===== config.mk =====
export PLATFORM = sky130hd
export DESIGN_NAME = core_ex_muldiv_iter
export DESIGN_NICKNAME = d
export VERILOG_FILES = /design/src/rtl/core_ex_muldiv_iter_pkg.sv /design/src/rtl/core_ex_muldiv_iter_step.sv /design/src/rtl/core_ex_muldiv_iter.sv
export SDC_FILE = /design/constraint.sdc
export NUM_CORES = 1
export LEC_CHECK = 0
export BUFFER_PORTS_ARGS = -buffer_cell sky130_fd_sc_hd__buf_2
export CORE_UTILIZATION = 60
export DETAILED_ROUTE_END_ITERATION = 12
export HOLD_SLACK_MARGIN = 0.05
export PLACE_DENSITY = 0.8
export REMOVE_ABC_BUFFERS = 1
export SLEW_MARGIN = 20
export SYNTH_ARGS = -nofsm -noshare
export SYNTH_HDL_FRONTEND = slang
export SYNTH_SLANG_ARGS = --single-unit

===== constraint.sdc =====
create_clock -name clk -period 6 [get_ports clk]
set_input_delay 1.5 -clock clk [delete_from_list [all_inputs] [get_ports clk]]
set_output_delay 1.5 -clock clk [all_outputs]
set_load 0.05 [all_outputs]

===== src/rtl/core_ex_muldiv_iter_pkg.sv =====
// Shared definitions for the iterative multiply/divide unit:
// RV32M/RV64M funct3 op codes, FSM state encoding and op-decode helpers.
package core_ex_muldiv_iter_pkg;

  // funct3 encodings of the M-extension ops
  localparam logic [2:0] OP_MUL    = 3'b000;
  localparam logic [2:0] OP_MULH   = 3'b001;
  localparam logic [2:0] OP_MULHSU = 3'b010;
  localparam logic [2:0] OP_MULHU  = 3'b011;
  localparam logic [2:0] OP_DIV    = 3'b100;
  localparam logic [2:0] OP_DIVU   = 3'b101;
  localparam logic [2:0] OP_REM    = 3'b110;
  localparam logic [2:0] OP_REMU   = 3'b111;

  typedef enum logic [1:0] {
    ST_IDLE = 2'b00,
    ST_CALC = 2'b01,
    ST_DONE = 2'b10
  } md_state_e;

  // Operand A is interpreted as signed (converted to a magnitude on accept)
  function automatic logic op_a_signed(input logic [2:0] op);
    logic r;
    case (op)
      OP_MULH, OP_MULHSU, OP_DIV, OP_REM: r = 1'b1;
      default:                            r = 1'b0;
    endcase
    return r;
  endfunction

  // Operand B is interpreted as signed (converted to a magnitude on accept)
  function automatic logic op_b_signed(input logic [2:0] op);
    logic r;
    case (op)
      OP_MULH, OP_DIV, OP_REM: r = 1'b1;
      default:                 r = 1'b0;
    endcase
    return r;
  endfunction

endpackage


===== src/rtl/core_ex_muldiv_iter_step.sv =====
// One radix-2 iteration of the shared mul/div datapath.
// Multiply: {hi,lo} is the product register; if lo[0] add b into hi, then
// shift the whole register right by one (carry enters hi msb).
// Divide: hi is the partial remainder, lo the dividend/quotient; shift
// {hi,lo} left by one, trial-subtract b, keep the difference when it does
// not borrow and shift the quotient bit into lo.
module core_ex_muldiv_step #(
  parameter int XLEN = 32
) (
  input  logic            div_mode_i,
  input  logic [XLEN-1:0] hi_i,
  input  logic [XLEN-1:0] lo_i,
  input  logic [XLEN-1:0] b_i,
  output logic [XLEN-1:0] hi_o,
  output logic [XLEN-1:0] lo_o
);

  logic [XLEN:0] sum_s;
  logic [XLEN:0] shl_s;
  logic [XLEN:0] diff_s;

  // Single shift-add / restoring-subtract step
  always_comb begin
    sum_s  = {1'b0, hi_i} + {1'b0, b_i};
    shl_s  = {hi_i, lo_i[XLEN-1]};
    diff_s = shl_s - {1'b0, b_i};
    hi_o   = hi_i;
    lo_o   = lo_i;
    if (div_mode_i) begin
      // remainder < divisor keeps the difference within XLEN+1 signed range
      if (!diff_s[XLEN]) begin
        hi_o = diff_s[XLEN-1:0];
        lo_o = {lo_i[XLEN-2:0], 1'b1};
      end else begin
        hi_o = shl_s[XLEN-1:0];
        lo_o = {lo_i[XLEN-2:0], 1'b0};
      end
    end else begin
      if (lo_i[0]) begin
        hi_o = sum_s[XLEN:1];
        lo_o = {sum_s[0], lo_i[XLEN-1:1]};
      end else begin
        hi_o = {1'b0, hi_i[XLEN-1:1]};
        lo_o = {hi_i[0], lo_i[XLEN-1:1]};
      end
    end
  end

endmodule


===== src/rtl/core_ex_muldiv_iter.sv =====
// Iterative RV32M/RV64M multiply/divide unit for the execute stage.
// Retires UNROLL radix-2 steps per cycle (UNROLL in {1,2,4}, dividing XLEN).
// Divide-by-zero and signed overflow complete without iterating.
module core_ex_muldiv_iter
  import core_ex_muldiv_iter_pkg::*;
#(
  parameter int XLEN        = 32,
  parameter int RFIDX_WIDTH = 5,
  parameter int UNROLL      = 1
) (
  input  logic                   clk,
  input  logic                   rst,
  input  logic                   in_valid,
  output logic                   in_ready,
  input  logic [2:0]             in_op,
  input  logic [XLEN-1:0]        in_rs1,
  input  logic [XLEN-1:0]        in_rs2,
  input  logic [RFIDX_WIDTH-1:0] in_rd_idx,
  input  logic                   in_rd_wen,
  input  logic                   flush,
  output logic                   out_valid,
  input  logic                   out_ready,
  output logic [XLEN-1:0]        out_result,
  output logic [RFIDX_WIDTH-1:0] out_rd_idx,
  output logic                   out_rd_wen,
  output logic                   busy,
  output logic [RFIDX_WIDTH-1:0] busy_rd_idx,
  output logic                   busy_rd_wen
);

  localparam int N     = XLEN / UNROLL;
  localparam int CNT_W = $clog2(N + 1);

  localparam logic [CNT_W-1:0]  CNT_INIT = CNT_W'(N);
  localparam logic [CNT_W-1:0]  CNT_ONE  = {{(CNT_W-1){1'b0}}, 1'b1};
  localparam logic [XLEN-1:0]   ONE_X    = {{(XLEN-1){1'b0}}, 1'b1};
  localparam logic [2*XLEN-1:0] ONE_2X   = {{(2*XLEN-1){1'b0}}, 1'b1};
  localparam logic [XLEN-1:0]   MIN_NEG  = {1'b1, {(XLEN-1){1'b0}}};
  localparam logic [XLEN-1:0]   ALL_ONES = {XLEN{1'b1}};
  localparam logic [XLEN-1:0]   ZERO_X   = {XLEN{1'b0}};

  md_state_e state_q, state_d;

  logic [2:0]             op_q, op_d;
  logic [RFIDX_WIDTH-1:0] rd_idx_q, rd_idx_d;
  logic                   rd_wen_q, rd_wen_d;
  logic                   neg_q, neg_d;
  logic [CNT_W-1:0]       cnt_q, cnt_d;
  logic [XLEN-1:0]        hi_q, hi_d;
  logic [XLEN-1:0]        lo_q, lo_d;
  logic [XLEN-1:0]        b_q, b_d;
  logic [XLEN-1:0]        result_q, result_d;

  logic                   accept_s;
  logic                   a_neg_s;
  logic                   b_neg_s;
  logic [XLEN-1:0]        a_mag_s;
  logic [XLEN-1:0]        b_mag_s;
  logic                   div0_s;
  logic                   ovf_s;
  logic                   fast_s;
  logic [XLEN-1:0]        fast_res_s;
  logic                   last_step_s;
  logic [2*XLEN-1:0]      prod_s;
  logic [2*XLEN-1:0]      prod_fix_s;
  logic [XLEN-1:0]        quo_fix_s;
  logic [XLEN-1:0]        rem_fix_s;
  logic [XLEN-1:0]        final_res_s;

  logic [XLEN-1:0] chain_hi_s [0:UNROLL];
  logic [XLEN-1:0] chain_lo_s [0:UNROLL];

  assign chain_hi_s[0] = hi_q;
  assign chain_lo_s[0] = lo_q;

  genvar g;
  generate
    for (g = 0; g < UNROLL; g++) begin : g_step
      core_ex_muldiv_step #(.XLEN(XLEN)) u_step (
        .div_mode_i (op_q[2]),
        .hi_i       (chain_hi_s[g]),
        .lo_i       (chain_lo_s[g]),
        .b_i        (b_q),
        .hi_o       (chain_hi_s[g+1]),
        .lo_o       (chain_lo_s[g+1])
      );
    end
  endgenerate

  // Request decode: sign/magnitude conversion and fast-path detection
  always_comb begin
    accept_s = in_valid & (state_q == ST_IDLE) & ~flush;
    a_neg_s  = op_a_signed(in_op) & in_rs1[XLEN-1];
    b_neg_s  = op_b_signed(in_op) & in_rs2[XLEN-1];
    a_mag_s  = a_neg_s ? (~in_rs1 + ONE_X) : in_rs1;
    b_mag_s  = b_neg_s ? (~in_rs2 + ONE_X) : in_rs2;
    div0_s   = in_op[2] & (in_rs2 == ZERO_X);
    ovf_s    = ((in_op == OP_DIV) | (in_op == OP_REM)) &
               (in_rs1 == MIN_NEG) & (in_rs2 == ALL_ONES);
    fast_s   = div0_s | ovf_s;
    if (div0_s) begin
      fast_res_s = in_op[1] ? in_rs1 : ALL_ONES;
    end else if (ovf_s) begin
      fast_res_s = in_op[1] ? ZERO_X : in_rs1;
    end else begin
      fast_res_s = ZERO_X;
    end
  end

  // Result formatting after the final iteration: sign fix and half select
  always_comb begin
    last_step_s = (cnt_q == CNT_ONE);
    prod_s      = {chain_hi_s[UNROLL], chain_lo_s[UNROLL]};
    prod_fix_s  = neg_q ? (~prod_s + ONE_2X) : prod_s;
    quo_fix_s   = neg_q ? (~chain_lo_s[UNROLL] + ONE_X) : chain_lo_s[UNROLL];
    rem_fix_s   = neg_q ? (~chain_hi_s[UNROLL] + ONE_X) : chain_hi_s[UNROLL];
    case (op_q)
      OP_MUL:                        final_res_s = prod_fix_s[XLEN-1:0];
      OP_MULH, OP_MULHSU, OP_MULHU:  final_res_s = prod_fix_s[2*XLEN-1:XLEN];
      OP_DIV, OP_DIVU:               final_res_s = quo_fix_s;
      OP_REM, OP_REMU:               final_res_s = rem_fix_s;
      default:                       final_res_s = ZERO_X;
    endcase
  end

  // FSM state register
  always_ff @(posedge clk) begin
    if (rst) begin
      state_q <= ST_IDLE;
    end else begin
      state_q <= state_d;
    end
  end

  // FSM next-state logic; flush returns to IDLE and wins over out_ready
  always_comb begin
    state_d = state_q;
    case (state_q)
      ST_IDLE: begin
        if (accept_s) begin
          state_d = fast_s ? ST_DONE : ST_CALC;
        end else begin
          state_d = ST_IDLE;
        end
      end
      ST_CALC: begin
        if (flush) begin
          state_d = ST_IDLE;
        end else if (last_step_s) begin
          state_d = ST_DONE;
        end else begin
          state_d = ST_CALC;
        end
      end
      ST_DONE: begin
        if (flush | out_ready) begin
          state_d = ST_IDLE;
        end else begin
          state_d = ST_DONE;
        end
      end
      default: state_d = ST_IDLE;
    endcase
  end

  // FSM output decode: handshake and hazard-tracking flags
  always_comb begin
    in_ready  = 1'b0;
    out_valid = 1'b0;
    busy      = 1'b0;
    case (state_q)
      ST_IDLE: in_ready = 1'b1;
      ST_CALC: busy     = 1'b1;
      ST_DONE: begin
        busy      = 1'b1;
        out_valid = 1'b1;
      end
      default: in_ready = 1'b0;
    endcase
    busy_rd_wen = busy & rd_wen_q;
  end

  assign busy_rd_idx = rd_idx_q;
  assign out_result  = result_q;
  assign out_rd_idx  = rd_idx_q;
  assign out_rd_wen  = rd_wen_q;

  // Datapath next-state: latch request on accept, iterate while in CALC
  always_comb begin
    op_d     = op_q;
    rd_idx_d = rd_idx_q;
    rd_wen_d = rd_wen_q;
    neg_d    = neg_q;
    cnt_d    = cnt_q;
    hi_d     = hi_q;
    lo_d     = lo_q;
    b_d      = b_q;
    result_d = result_q;
    if ((state_q == ST_IDLE) && accept_s) begin
      op_d     = in_op;
      rd_idx_d = in_rd_idx;
      rd_wen_d = in_rd_wen;
      // REM takes the dividend sign; MULH/DIV the xor; MULHSU has b_neg=0
      neg_d    = (in_op == OP_REM) ? a_neg_s : (a_neg_s ^ b_neg_s);
      hi_d     = ZERO_X;
      lo_d     = a_mag_s;
      b_d      = b_mag_s;
      if (fast_s) begin
        cnt_d    = {CNT_W{1'b0}};
        result_d = fast_res_s;
      end else begin
        cnt_d    = CNT_INIT;
        result_d = result_q;
      end
    end else if ((state_q == ST_CALC) && !flush) begin
      hi_d  = chain_hi_s[UNROLL];
      lo_d  = chain_lo_s[UNROLL];
      cnt_d = cnt_q - CNT_ONE;
      if (last_step_s) begin
        result_d = final_res_s;
      end else begin
        result_d = result_q;
      end
    end else begin
      cnt_d = cnt_q;
    end
  end

  // Datapath registers
  always_ff @(posedge clk) begin
    if (rst) begin
      op_q     <= OP_MUL;
      rd_idx_q <= {RFIDX_WIDTH{1'b0}};
      rd_wen_q <= 1'b0;
      neg_q    <= 1'b0;
      cnt_q    <= {CNT_W{1'b0}};
      hi_q     <= ZERO_X;
      lo_q     <= ZERO_X;
      b_q      <= ZERO_X;
      result_q <= ZERO_X;
    end else begin
      op_q     <= op_d;
      rd_idx_q <= rd_idx_d;
      rd_wen_q <= rd_wen_d;
      neg_q    <= neg_d;
      cnt_q    <= cnt_d;
      hi_q     <= hi_d;
      lo_q     <= lo_d;
      b_q      <= b_d;
      result_q <= result_d;
    end
  end

endmodule


-- Word-level counts from Yosys, hierarchy flattened
Index checks and enable logic that the tools add are counted.
- magnitude comparators: 0
- bitwise gates (word level): 18
- reductions and logical operators: 16
- shifts and indexed selects: 0
- multiply operators: 0
- div/mod/pow operators: 0
- muxes and demuxes: 37
- equality and inequality tests: 17
- add/subtract/negate cells: 8
- operators with widths (cell ; number):
    32-bit 2-to-1 mux ; 19
    32-bit by 1-bit adder with 32-bit output, second input constant ; 4
    32-bit inverter ; 4
    32-bit case mux with 4 select lines ; 1
    64-bit by 1-bit adder with 64-bit output, second input constant ; 1
    32-bit equality test, second input constant ; 2
    64-bit 2-to-1 mux ; 1
    64-bit inverter ; 1
    32-bit by 32-bit adder with 33-bit output ; 1
    33-bit by 32-bit subtractor with 33-bit output ; 1
    32-bit logical NOT ; 1
    3-bit equality test, second input constant ; 6
    6-bit 2-to-1 mux ; 3
    2-bit 2-to-1 mux ; 5
    3-bit by 2-bit equality test with 1-bit output, second input constant ; 3
    1-bit AND ; 8
    2-bit OR reduction ; 4
    1-bit 2-to-1 mux ; 7
    3-bit by 1-bit equality test with 1-bit output, second input constant ; 2
    6-bit by 1-bit equality test with 1-bit output, second input constant ; 1
    2-bit case mux with 3 select lines ; 1
    3-bit OR reduction ; 2
    6-bit by 1-bit subtractor with 6-bit output, second input constant ; 1
    2-bit nonzero test ; 2
    12 further kinds ; 15
- input port bits: 78
- flip-flop bits (word level): 146
- bits in read-only memories: 0
- memories kept: 0
- word-level logic and storage cells: 106
- bits in latches: 0
- RAM bits: 0

-- Logic depth before layout (Yosys ltp)
Gate-level depths: netlist (run 1).
- depth in word-level cells: 10
- mapped depth: 25
- mapped depth without buffers: 22

-- Hierarchy
Synthesis (run 1) repeated with hierarchy kept, for this count alone.
- cell total of the unflattened synthesis: 2190
- area total of the unflattened synthesis: 15626.2 µm²
- modules (own cells, without submodules) (module ; area each (µm²) ; cells an instance ; instances):
    core_ex_muldiv_iter ; 10779.1 ; 1498 ; 1
    core_ex_muldiv_step ; 4847.1 ; 692 ; 1

-- Least setup slack after synthesis (run 1)
Ideal clock, no wire load.
- path type: register to register
- from: register hi_q[1]
- to: register result_q[8], in the netlist out_result[8]
- cell stages (with the launch flop): 24
- arrival time: 5.172 ns
- clock period less this slack: 5.304 ns
- slack: 0.696 ns
- required time: 5.867 ns
- cell sequence: dfxtp_1 > ha_1 > nor2b_4 > o31a_1 > o21a_2 > o31a_4 > nor3_2 > buf_6 > nor3_2 > a21oi_1 > ha_1 > o221ai_1 > or4_1 > clkbuf_1 > or3_1 > or3_1 > and2_0 > clkbuf_1 > o21a_1 > a21oi_1 > xor2_1 > nor2_1 > a211oi_1 > nor4_1
- cells in the longest elaborated chain, start to end: 10
- elaborated cells between the ends (all ways): 20
- ends and longest elaborated chain (element ; RTL line ; source):
    start: declaration ; core_ex_muldiv_iter.sv:49 ; logic [XLEN-1:0] hi_q, hi_d;
    start signal: assignment ; core_ex_muldiv_iter.sv:247 ; hi_q <= hi_d;
    33-bit by 32-bit subtractor with 33-bit output / 32-bit by 32-bit adder with 33-bit output (equally long branches) ; core_ex_muldiv_iter_step.sv:26, core_ex_muldiv_iter_step.sv:24 ;
    1-bit 2-to-1 mux (tied with other cells) ; core_ex_muldiv_iter_step.sv:31 ; if (!diff_s[XLEN]) begin
    32-bit 2-to-1 mux ; core_ex_muldiv_iter_step.sv:29 ; if (div_mode_i) begin
    64-bit inverter (tied with other cells) ; core_ex_muldiv_iter.sv:114 ; prod_fix_s = neg_q ? (~prod_s + ONE_2X) : prod_s;
    64-bit by 1-bit adder with 64-bit output (tied with other cells) ; core_ex_muldiv_iter.sv:114 ;
    64-bit 2-to-1 mux (tied with other cells) ; core_ex_muldiv_iter.sv:114 ;
    32-bit case mux with 4 select lines (*) ; core_ex_muldiv_iter.sv:117 ; case (op_q)
    32-bit 2-to-1 mux (*) ; core_ex_muldiv_iter.sv:219 ; if (last_step_s) begin
    32-bit 2-to-1 mux (*) ; core_ex_muldiv_iter.sv:215 ; end else if ((state_q == ST_CALC) && !flush) begin
    32-bit 2-to-1 mux (*) ; core_ex_muldiv_iter.sv:199 ; if ((state_q == ST_IDLE) && accept_s) begin
    end signal: assignment ; core_ex_muldiv_iter.sv:250 ; result_q <= result_d;
    end: declaration ; core_ex_muldiv_iter.sv:52 ; logic [XLEN-1:0] result_q, result_d;
Mark *: on every way between the ends. The rest lies on a longest branch, timed or not. The select of a mux whose other input is x is not followed.
A chain may end at the register's enable or synchronous reset.

-- Worst setup path in the final report (run 1)
- from: register lo_q[31]
- to: register result_q[20], in the netlist out_result[20]
- cells in the longest elaborated chain, start to end: 10
- elaborated cells between the ends (all ways): 19
- ends and longest elaborated chain (element ; RTL line ; source):
    start: declaration ; core_ex_muldiv_iter.sv:50 ; logic [XLEN-1:0] lo_q, lo_d;
    start signal: assignment ; core_ex_muldiv_iter.sv:248 ; lo_q <= lo_d;
    33-bit by 32-bit subtractor with 33-bit output ; core_ex_muldiv_iter_step.sv:26 ; diff_s = shl_s - {1'b0, b_i};
    1-bit 2-to-1 mux / 32-bit 2-to-1 mux (equally long branches) ; core_ex_muldiv_iter_step.sv:31 ;
    32-bit 2-to-1 mux ; core_ex_muldiv_iter_step.sv:29 ;
    64-bit inverter (tied with other cells) ; core_ex_muldiv_iter.sv:114 ;
    64-bit by 1-bit adder with 64-bit output (tied with other cells) ; core_ex_muldiv_iter.sv:114 ;
    64-bit 2-to-1 mux (tied with other cells) ; core_ex_muldiv_iter.sv:114 ;
    32-bit case mux with 4 select lines (*) ; core_ex_muldiv_iter.sv:117 ;
    32-bit 2-to-1 mux (*) ; core_ex_muldiv_iter.sv:219 ;
    32-bit 2-to-1 mux (*) ; core_ex_muldiv_iter.sv:215 ;
    32-bit 2-to-1 mux (*) ; core_ex_muldiv_iter.sv:199 ;
Marked as above.

==> run_results.csv, run 1 <==
group,metric,value,unit
global_routing,grt_overflow_total,0,
floorplan,ios,125,
min_path,hp-class,"reg -> reg",
global_routing,grt_usage,0.433,
power,p_int,1.98,mW
final_layout,regArea,2930,µm²
final_layout,nNetsFinal,2423,
clock_tree,clkTransAtPathRegs,80,ps
sta,setup-violations-final,0,
floorplan,start_util,0.611,
route,ant_nets,0,
floorplan,num_rows,59,
clock_tree,clk_latency,450,ps
final_layout,drive_above_1_share,0.139,
power,power,3.33,mW
global_routing,grt_max_degree,117,
clock_tree,clockRootBuffer,"clkbuf_16",
route,viasPerCell,6.99,
power,seq_power_share,0.315,
power,p_comb_frac,0.359,
min_path,worstHoldStart,"busy_rd_idx[4]",
final_layout,fillers,2367,
sta,fin_crit,5650,ps
logic_synthesis,synth_area_leaders,"dfxtp_1 (18%), ha_1 (5.9%), a21oi_1 (5.9%), nand2_1 (5.7%), nor2_1 (5.4%)",
power,switching_power,1.35,mW
clock_tree,htreeDepth,4,
floorplan,core_area,26100,µm²
place,portBuffers,124,
global_routing,antenna_found_initial,0,
route,wirelength,59900,µm
worst_setup_path,r2r_end,"out_result[20]",
clock_tree,cts_buffers,17,
route,drtIter0Drc,2655,
route,wl_per_cell,22.9,µm
place,place_congestion,1.02,
worst_setup_path,start_kind,"flip-flop",
worst_setup_path,r2r_start,"lo_q[31]",
sta,finClkSkew,26.1,ps
final_layout,multiInputGateArea,12100,µm²
final_layout,finish.utilization,0.664,
worst_setup_path,path_buf_inv,1,
route,vias,18300,
logic_synthesis,ys_seq_area_frac,0.184,
logic_synthesis,synth_area,15900,µm²
worst_setup_path,ff2ff_path_depth,21,
min_path,whs_path_depth,2,
sta,timing.fmax,177,MHz
run_status,outcome,"finished, final reports clean",
logic_synthesis,ys_warn_count,0,
min_path,min_to,"busy_rd_idx[4]",
floorplan,fp.dieW,165,µm
clock_tree,cts_tree,"yes",
power,peakVddDrop,0.000151,V
worst_setup_path,crit_family,"simple AND/OR/NAND/NOR gates",
final_layout,layout-area-overhead-vs-synth,8.63,%
logic_synthesis,yosysMostFrequentCell,"nand2_1",
worst_setup_path,slowest_stage,"or4_1",
logic_synthesis,async_flop_share,0,
sta,final_max_slew_viol_count,0,
logic_synthesis,synth_cells,2224,
logic_synthesis,synth_top_flop_cell,"dfxtp_1",
worst_setup_path,worstSetupStartpoint,"lo_q[31]",
worst_setup_path,slowest_delay,650,ps
logic_synthesis,yosysTopAreaCell,"dfxtp_1",
sta,tightestPinTransition,1090,ps
final_layout,antenna_cells,0,
power,power_density,193,nW/µm²
logic_synthesis,synth_edf_count,0,
route,post-route-drc-count,0,
power,pwr-share-clk,0.326,
floorplan,dieHeight,165,µm
logic_synthesis,postSynthAreaPerCell,7.16,µm²
worst_setup_path,critPathRequiredTime,6320,ps
worst_setup_path,worstPathArrival,5980,ps
logic_synthesis,synth-seq-cells,146,
sta,max_slew_margin,0.272,
logic_synthesis,synth_top_area_frac,0.184,
place,dpl-instance-area,16700,µm²
global_routing,grt_pass1_wl,91000,µm
clock_tree,cts_setup_buffers,0,
clock_tree,clkSinkCount,146,
sta,finalCritPeriodShare,0.942,
run,cap_violations,0,
worst_setup_path,path_class,"reg -> reg",
final_layout,fin_area,17300,µm²
worst_setup_path,worstSetupEndpointType,"flip-flop",
clock_tree,cts_buffer_depth,2,
place,dp_hpwl,44900,µm
power,power.leakage,6.87,nW
worst_setup_path,path_max_fanout,6,
route,dr.pass1.iters,6,
worst_setup_path,r2r_slack,350,ps
sta,holdWs,468,ps
logic_synthesis,ys_types,119,
logic_synthesis,yosys-top-cells-count,"nand2_1 (241), nor2_1 (229), a21oi_1 (187)",
power,swShare,0.405,
sta,hold_viol,0,
worst_setup_path,path_cells,"inv_1 -> ha_1 -> fa_1 -> nor2b_4 -> o31a_1 -> o21a_2 -> o31a_4 -> nor3_2 -> nor3_2 -> a21oi_1 -> ha_1 -> o221ai_1 -> or4_1 -> or3_1 -> or3_1 -> and2_0 -> o21a_1 -> o31ai_2 -> o22ai_1 -> nor4_1 -> nor3_1",
global_routing,grt_pass1_vias,16300,
floorplan,dieArea,27200,µm²
[sequential cells by signal (all words and copies together) (netlist names)]
name / cells
state_q: 2
b_q: 32
out_result: 32
neg_q: 1
lo_q: 32
op_q: 3
hi_q: 32
out_rd_wen: 1
busy_rd_idx: 5
cnt_q: 6
[repair_timing]
action,4_1_cts,5_1_grt
setup endpoints to repair,0,5
resized for setup,0,6
hold buffers,0,0
[power by group through the flow]
| stage | sequential, mW | clock (mW) | combinational, mW |
|---|---|---|---|
| 6_report | 1.05 | 1.09 | 1.19 |
| 5_1_grt | 1.06 | 1.12 | 1.28 |
| 4_1_cts | 1.05 | 1.08 | 1.15 |
| 3_5_place_dp | 1.07 | 0 | 1.14 |
| 3_3_place_gp | 1.07 | 0 | 1.14 |
| 2_1_floorplan | 1.08 | 0 | 0.770 |
[worst max-delay path by stage]
stage / endpoint / slack [ps] / cells past startpoint
CTS: out_result[30] / 350 / 19
floorplan: out_result[29] / -1580 / 7
finish: out_result[20] / 350 / 21
global placement: out_result[27] / 380 / 16
global route: out_result[8] / -30 / 21
detailed placement: out_result[27] / 320 / 16
[per-layer routing]
layer	vias to the layer above	track usage	share of wire
li1	8400	-	-
met1	8561	0.579	0.42
met2	1134	0.650	0.42
met3	193	0.110	0.11
met4	0	0.188	0.044
met5	-	0	0
[cells by family after synthesis]
family | Yosys count | share of synthesized area
adder cells (fa/ha/maj) | 79 | 0.0627
AND/OR/NAND/NOR | 828 | 0.254
multiplexers | 57 | 0.0381
buffers and inverters | 223 | 0.0597
AO/OA/AOI/OAI | 758 | 0.328
XOR/XNOR | 133 | 0.0732
flip-flops | 146 | 0.184
[per-stage QoR]
| step | std cells | TNS, ps | setup WS, ps |
|---|---|---|---|
| 4_1_cts | 2615 | 0 | 353 |
| 2_1_floorplan | 2076 | -82890 | -1580 |
| 5_1_grt | 2615 | -56.9 | -32.6 |
| 3_5_place_dp | 2584 | 0 | 320 |
| 6_report | 2615 | 0 | 345 |
| 3_3_place_gp | 2584 | 0 | 376 |
[worst register-to-register path, cell delays in order (launching register included)]
cell,delay [ps]
dfxtp_1,310
inv_1,150
ha_1,220
fa_1,270
nor2b_4,70
o31a_1,250
o21a_2,270
o31a_4,370
nor3_2,190
nor3_2,100
a21oi_1,220
ha_1,240
o221ai_1,180
or4_1,650
or3_1,400
or3_1,340
and2_0,280
o21a_1,270
o31ai_2,290
o22ai_1,110
nor4_1,260
nor3_1,90
[layout by cell type, fill, tap and decap left out, drive strengths merged, types with 49 or more instances in the layout]
cell type	n
a211oi	65
a21oi	192
buf	173
dfxtp	146
ha	75
inv	82
nand2	242
nand3	49
nor2	231
nor3	74
o21ai	172
xnor2	76
xor2	57
[cell type report]
| class | count | area share |
|---|---|---|
| clock buffers | 18 | 0.0261 |
| repair buffers | 173 | 0.0580 |
| inverters | 75 | 0.0163 |
| clock inverters | 13 | 0.00637 |
| well taps | 335 | 0.0242 |
| multi-input cells | 1855 | 0.700 |
| flip-flops and latches | 146 | 0.169 |
Power figures use the tool's default switching activity.
==> run 2, diff against run 1 <==
--- a/config.mk
+++ b/config.mk
@@ -6,10 +6,12 @@
 export NUM_CORES = 1
 export LEC_CHECK = 0
 export BUFFER_PORTS_ARGS = -buffer_cell sky130_fd_sc_hd__buf_2
-export CORE_UTILIZATION = 60
+export CELL_PAD_IN_SITES_DETAIL_PLACEMENT = 1
+export CELL_PAD_IN_SITES_GLOBAL_PLACEMENT = 1
+export CORE_UTILIZATION = 46
 export DETAILED_ROUTE_END_ITERATION = 12
 export HOLD_SLACK_MARGIN = 0.05
-export PLACE_DENSITY = 0.8
+export PLACE_DENSITY_LB_ADDON = 0.1
 export REMOVE_ABC_BUFFERS = 1
 export SLEW_MARGIN = 20
 export SYNTH_ARGS = -nofsm -noshare
==> constraint.sdc (replaced) <==
create_clock -name clk -period 6 [get_ports clk]
set_input_delay 0.6 -clock clk [delete_from_list [all_inputs] [get_ports clk]]
set_output_delay 0.6 -clock clk [all_outputs]
set_load 0.05 [all_outputs]
==> run 2 against run 1 <==
Against the previous run: critical path depth unchanged; design area increased by 2.3%; setup slack got worse by 140 ps; largest power group is now the clock network; highest routed layer unchanged.
==> run_results.csv, run 2 (synthesis results as in run 1) <==
group,metric,value,unit
power,power_density,204,nW/µm²
floorplan,dieArea,35300,µm²
floorplan,start_util,0.471,
floorplan,fp.dieW,188,µm
final_layout,fin_area,17700,µm²
route,drtIter0Drc,1717,
worst_setup_path,r2r_start,"b_q[28]",
route,viasPerCell,6.76,
sta,finalCritPeriodShare,0.967,
global_routing,grt_pass1_wl,109000,µm
sta,setup_tns,0,ps
sta,fin_crit,5800,ps
final_layout,layout_commonest_cell,"nand2_1",
place,portBuffers,124,
power,peakVddDrop,0.000205,V
final_layout,drive_above_1_share,0.147,
min_path,min_to,"busy_rd_idx[1]",
place,dpl-instance-area,17000,µm²
clock_tree,clkTransAtPathRegs,70,ps
final_layout,fillers,4393,
sta,final_max_slew_viol_count,0,
min_path,hp-class,"in -> reg",
worst_setup_path,worstPathArrival,6100,ps
clock_tree,htreeDepth,4,
route,vias,18600,
route,post-route-drc-count,0,
sta,tightestPinTransition,1040,ps
sta,finClkSkew,12.5,ps
worst_setup_path,path_class,"reg -> reg",
power,power.leakage,7.01,nW
route,wl_per_cell,25.7,µm
worst_setup_path,path_max_fanout,9,
sta,max_slew_margin,0.305,
global_routing,antenna_found_initial,0,
sta,hold_viol,0,
final_layout,stdcell_count,2746,
final_layout,antenna_cells,0,
final_layout,nNetsFinal,2440,
global_routing,grt_usage,0.396,
worst_setup_path,ff2ff_path_depth,21,
min_path,worstHoldStart,"in_rd_idx[1]",
min_path,whs_path_depth,3,
route,dr.pass1.iters,6,
worst_setup_path,r2r_slack,200,ps
worst_setup_path,critPathRequiredTime,6300,ps
floorplan,ios,125,
final_layout,layout_common_cells,"nand2_1 (239), nor2_1 (225), a21oi_1 (186)",
floorplan,num_rows,67,
final_layout,layout-area-overhead-vs-synth,11.1,%
clock_tree,clk_latency,460,ps
power,power,3.61,mW
route,ant_nets,0,
place,dp_hpwl,53800,µm
worst_setup_path,r2r_end,"out_result[8]",
global_routing,grt_overflow_total,0,
final_layout,finish.utilization,0.523,
clock_tree,cts_hold_buf,0,
worst_setup_path,start_kind,"flip-flop",
clock_tree,clkSinkCount,146,
clock_tree,clockRootBuffer,"clkbuf_16",
worst_setup_path,worstSetupEndpointType,"flip-flop",
clock_tree,cts_buffers,17,
clock_tree,cts_tree,"yes",
global_routing,grt_pass1_vias,18200,
run_status,outcome,"finished, final reports clean",
floorplan,dieHeight,188,µm
place,placed_cells,2714,
route,wirelength,70700,µm
floorplan,core_area,33800,µm²
sta,setup-violations-final,0,
clock_tree,cts_buffer_depth,2,
run,cap_violations,0,
sta,timing.fmax,172,MHz
place,place_congestion,0.934,
global_routing,grt_max_degree,73,
## run 2: how the worst max path moves through the flow
stage / from / end / slack (ps) / cells past startpoint
finish: b_q[28] / out_result[8] / 200 / 21
global route: b_q[28] / out_result[8] / -60 / 21
CTS: b_q[29] / out_result[8] / 120 / 21
detailed placement: b_q[29] / out_result[8] / 160 / 21
global placement: b_q[29] / out_result[8] / 360 / 21
floorplan: state_q[0] / out_result[29] / -1020 / 9
## run 2: metrics by stage
step,hold WS (ps),worst slack [ps]
floorplan,443,-1020
global placement,452,359
detailed placement,463,162
CTS,374,119
global route,388,-56.3
finish,385,201
## run 2: cell type report
class / instances / area [µm²] / share of cell area
flip-flops and latches: 146 / 2930 / 0.166
inverters: 75 / 282 / 0.0159
multi-input cells: 1855 / 12100 / 0.684
clock inverters: 15 / 255 / 0.0144
repair buffers: 190 / 1130 / 0.0640
clock buffers: 17 / 425 / 0.0241
well taps: 448 / 561 / 0.0317
## run 2: what timing repair did
action                                 4_1_cts  5_1_grt
endpoints found under the hold margin        0        0
setup buffers                                0        0
setup endpoints to repair                    0        8
resized for setup                            0        5
## run 2: critical path, cell delays in order, from the launching register on
cell and delay (ps):
dfxtp_1 390, inv_1 70, ha_1 420, and4_1 290
nor2b_1 310, o2111a_2 330, o31ai_4 110, a21oi_2 180
nor3_2 80, a21oi_1 200, ha_1 240, o221ai_1 190
or4_4 650, or3_1 420, or3_1 380, and2_0 300
o21a_1 280, a21oi_1 230, xor2_1 180, nor2_1 60
a211oi_1 230, nor4_1 90
## run 2: where the power goes
group	internal, mW	switching [mW]	leakage [nW]
logic	0.419	0.837	5.49
registers	1.01	0.0457	1.19
clock network	0.788	0.516	0.331
total	2.21	1.40	7.01
## run 2: metal layers
layer,global-route usage,part of all wire
met5,0,0
met4,0.168,0.040
met1,0.540,0.44
met3,0.0672,0.075
met2,0.612,0.44
